$ cat src/rtl/wide_add_sequencer_pkg.sv
// Shared definitions for the chunked wide add/subtract sequencer:
// FSM state encoding and default chunk geometry.
package wide_add_sequencer_pkg;

   typedef enum logic [1:0] {
      IDLE = 2'd0,
      RUN  = 2'd1,
      DONE = 2'd2
   } state_t;

   localparam int DEFAULT_N = 32;
   localparam int DEFAULT_K = 4;

endpackage

$ cat src/rtl/wide_add_sequencer_adder.sv
// N-bit ripple-carry adder; the single shared datapath element that the
// sequencer time-multiplexes across operand chunks.
module wide_add_sequencer_adder #(
   parameter int N = 32
) (
   input  logic [N-1:0] a,
   input  logic [N-1:0] b,
   input  logic         ci,
   output logic [N-1:0] s,
   output logic         co
);

   logic [N:0] c;

   always_comb begin
      c[0] = ci;
      for (int i = 0; i < N; i++) begin
         s[i]   = a[i] ^ b[i] ^ c[i];
         c[i+1] = (a[i] & b[i]) | (c[i] & (a[i] ^ b[i]));
      end
   end

   assign co = c[N];

endmodule

$ cat src/rtl/wide_add_sequencer.sv
// W = N*K bit add/subtract computed one N-bit chunk per cycle, LSB first,
// with the carry registered between chunks and valid/ready on both sides.
module wide_add_sequencer
   import wide_add_sequencer_pkg::*;
#(
   parameter int N = DEFAULT_N,
   parameter int K = DEFAULT_K
) (
   input  logic           clk,
   input  logic           rst_n,
   input  logic           in_valid,
   output logic           in_ready,
   input  logic [N*K-1:0] a_in,
   input  logic [N*K-1:0] b_in,
   input  logic           cin,
   input  logic           sub,
   output logic           out_valid,
   input  logic           out_ready,
   output logic [N*K-1:0] sum,
   output logic           cout,
   output logic           ovf,
   output logic           busy,
   output state_t         state_dbg
);

   // Handshake: a transfer happens on a rising edge where valid and ready are
   // both 1; producers hold data stable while valid=1 and ready=0.

   localparam int IW = (K > 1) ? $clog2(K) : 1;
   localparam logic [IW-1:0] LAST = IW'(K - 1);

   state_t              state, state_nxt;
   logic [IW-1:0]       idx;
   logic                carry_q;
   logic [K-1:0][N-1:0] op_a, op_b, sum_q;
   logic                cout_q, ovf_q;

   logic [N-1:0]        add_a, add_b, add_s;
   logic                add_co, msb_cin;

   assign add_a = op_a[idx];
   assign add_b = op_b[idx];

   wide_add_sequencer_adder #(.N(N)) u_adder (
      .a  (add_a),
      .b  (add_b),
      .ci (carry_q),
      .s  (add_s),
      .co (add_co)
   );

   // Carry into the top bit, recovered from the top chunk's sum bit.
   assign msb_cin = add_a[N-1] ^ add_b[N-1] ^ add_s[N-1];

   always_ff @(posedge clk or negedge rst_n) begin
      if (!rst_n) state <= IDLE;
      else        state <= state_nxt;
   end

   always_comb begin
      state_nxt = state;
      case (state)
         IDLE:    if (in_valid)      state_nxt = RUN;
         RUN:     if (idx == LAST)   state_nxt = DONE;
         DONE:    if (out_ready)     state_nxt = IDLE;
         default:                    state_nxt = IDLE;
      endcase
   end

   always_ff @(posedge clk or negedge rst_n) begin
      if (!rst_n) begin
         idx     <= '0;
         carry_q <= 1'b0;
         op_a    <= '0;
         op_b    <= '0;
         sum_q   <= '0;
         cout_q  <= 1'b0;
         ovf_q   <= 1'b0;
      end else begin
         case (state)
            IDLE: begin
               if (in_valid) begin
                  op_a    <= a_in;
                  op_b    <= sub ? ~b_in : b_in;
                  carry_q <= sub | cin;
                  idx     <= '0;
               end
            end
            RUN: begin
               sum_q[idx] <= add_s;
               carry_q    <= add_co;
               if (idx == LAST) begin
                  cout_q <= add_co;
                  ovf_q  <= add_co ^ msb_cin;
               end else begin
                  idx <= idx + 1'b1;
               end
            end
            default: ;
         endcase
      end
   end

   assign in_ready  = (state == IDLE);
   assign busy      = (state != IDLE);
   assign out_valid = (state == DONE);
   assign sum       = sum_q;
   assign cout      = cout_q;
   assign ovf       = ovf_q;
   assign state_dbg = state;

endmodule

$ cat config.mk
export PLATFORM = sky130hd
export DESIGN_NAME = wide_add_sequencer
export DESIGN_NICKNAME = d
export VERILOG_FILES = /design/src/rtl/wide_add_sequencer_pkg.sv /design/src/rtl/wide_add_sequencer_adder.sv /design/src/rtl/wide_add_sequencer.sv
export SDC_FILE = /design/constraint.sdc
export NUM_CORES = 1
export LEC_CHECK = 0
export ABC_AREA = 0
export CAP_MARGIN = 15
export CORE_ASPECT_RATIO = 0.9
export CORE_UTILIZATION = 51
export DETAILED_ROUTE_END_ITERATION = 8
export PLACE_DENSITY = 0.81
export SLEW_MARGIN = 20
export SYNTH_ARGS = -nofsm -noshare
export SYNTH_HDL_FRONTEND = slang
export SYNTH_SLANG_ARGS = --single-unit
$ cat constraint.sdc
create_clock -name clk -period 18.3 [get_ports clk]
set_clock_uncertainty 0.15 [all_clocks]
set_input_delay 3.66 -clock clk [delete_from_list [all_inputs] [get_ports clk]]
set_output_delay 3.66 -clock clk [all_outputs]
set_load 0.1 [all_outputs]
==> reports/metrics.yaml <==
wl_per_cell_um: 20.0
drive_gt1_share_pct: 14.6
cts_tree: "yes"
port_buffers: 396
cts_hold_buf: 0
synth_enable_flop_cells: 0
synth-seq-cells: 391
relSlewSlack_pct: 27.1
slowest_stage: "dfrtp_4"
gp_congestion: 0.838
grt_util_all_layers_pct: 27.3
synthCells: 1528
met1_usage_pct: 33.6
met2_usage_pct: 44.5
status: "finished clean"
vias_per_cell: 5.29
dp_slack_ns: 1.59
cp.required_ns: 18.56
ys_warn_count: 0
path_class: "flop to flop"
grt_setup_unrepaired: "false"
fin_nets: 2182
area_growth_pct: 30.8
crit_top_cell: "fa_1"
die_area_um2: 35800
syn_nets: 1826
cts_buffers: 41
fin_crit_ns: 16.80
slew_violations: 0
dp_hpwl_um: 32700
async_reset_ff_share_pct: 100
grt_pass1_vias: 13600
yosysTopAreaCell: "dfrtp_1"
arrival_ns: 17.06
synth_area_leaders: "dfrtp_1 55%, nand2_1 11%, mux4_2 8.1%, mux2_2 7.6%, xnor2_1 6.3%"
cts_resized: 0
busiest_layer: "met2"
firstDrtPassIters: 5
ant_nets: 0
die_h_um: 180
crit_buf_inv: 2
clk_path_buf_depth: 3
grt_max_degree: 133
drtIter0Drc: 733
utilization_pct: 68.2
setup_violations: 0
period_share_pct: 91.8
hp-class: "flop to flop"
io_pins: 397
clock.fmax_mhz: 59.5
maxCapViolations: 0
synth_most_common_cell: "nand2_1"
antenna_found_initial: 13
cp_max_fo: 18
tns_ns: 0
clkSlewWorstSetupHoldPaths_ns: 0.06
fin_ws_ns: 1.50
critPathMaxStageDelay_ns: 0.66
syn_avg_cell_area_um2: 11.7
critPathTopFamily: "adder cells"
synth_top_cell_area_share_pct: 54.8
worstMarginPinSlew_ns: 1.09
worstSetupEndpointType: "flop"
h-tree-depth: 2
grt_first_pass_wirelength_um: 74400
core_region_area_um2: 34300
die_w_um: 199
clock-sinks: 391
root_buffer: "clkbuf_16"
start_util_pct: 52.1
seq_area_frac_synth_pct: 54.8
yosysUniqueCellTypes: 25
synth_ff_type: "dfrtp_1"
rows: 64
hold_viol: 0
syn-cell-area_um2: 17900
clk_latency_ns: 0.54
drc: 0
wirelength_um: 47800
dr_total_vias: 12600
post-cts-setup-buffer-count: 0
grt_use_met3_pct: 7.41
grt-ovfl-total: 0
startpoint_type: "flop"
netlist_top_cells_count: "521 x nand2_1, 391 x dfrtp_1, 128 x xnor2_1, 121 x mux2_2, 112 x o21ai_1"
registers in the layout, summed over array words and instances, names as in the netlist:
signal     flops
ovf            1
cout           1
state_dbg      2
idx            2
op_a         128
op_b         128
sum          128
carry_q        1
kinds of logic (layout without fill, tap and decap cells):
group,Yosys count,count (layout),share of synthesized area [%]
AO/OA/AOI/OAI,141,141,3.99
other,0,10,0
multiplexers,185,185,15.7
buffers and inverters,110,498,3.85
adder cells (fa/ha/maj),36,36,3.87
AND/OR/NAND/NOR,536,536,11.5
XOR/XNOR,129,129,6.33
flip-flops,391,391,54.8
stage by stage:
step | hold slack (ns) | instance area, um^2 | cells
finish | 0.322 | 23400 | 2388
global route | 0.337 | 23400 | 2386
CTS | 0.324 | 23300 | 2378
detailed placement | 0.307 | 21900 | 2303
global placement | 0.302 | 21900 | 2303
floorplan | 0.290 | 17900 | 1528
per-layer routing:
layer | vias to the layer above | routed length [um]
li1 | 5756 | -
met1 | 6288 | 18800
met2 | 455 | 23100
met3 | 131 | 3730
met4 | 8 | 2090
met5 | - | 47
final timing paths:
check                           cells after the start  slack [ns]   endpoint      start
min in group asynchronous                           1        3.04   sum[115]      rst_n
worst min register to register                      2        0.32  op_a[113]  op_a[113]
worst max-delay path                               36        1.50    sum[95]     idx[0]
max in group asynchronous                           3       12.67   op_b[71]      rst_n
worst max register to register                     36        1.50    sum[95]     idx[0]
worst min-delay path                                2        0.32  op_a[113]  op_a[113]
tightest hold or removal path, stage by stage, from the launching register on:
cell and delay (ns):
dfrtp_1 0.34, nand2_1 0.05, nand2_1 0.05
area by class of cell:
type | count | area, um^2
clock inverters | 18 | 206
fillers | 2504 | 10900
inverters | 10 | 37.5
flip-flops and latches | 391 | 9790
multi-input cells | 1027 | 7400
repair buffers | 413 | 4110
clock buffers | 57 | 1220
diodes | 10 | 25.0
well taps | 462 | 578
placed cells by master (no fill, tap or decap), types with 9 or more instances in the layout:
cell	Yosys	layout
buf_4	1	14
clkbuf_16	0	43
clkbuf_8	0	9
clkdlybuf4s50_1	0	394
clkinv_2	0	9
dfrtp_1	391	389
diode_2	0	10
fa_1	32	32
inv_1	10	10
mux2_2	121	121
mux4_2	64	64
nand2_1	521	521
o21ai_0	27	27
o21ai_1	112	112
xnor2_1	128	128
Power is left out: the tool's default activity adds up to more than one toggle a clock period on the data nets, which glitch-free logic cannot reach.
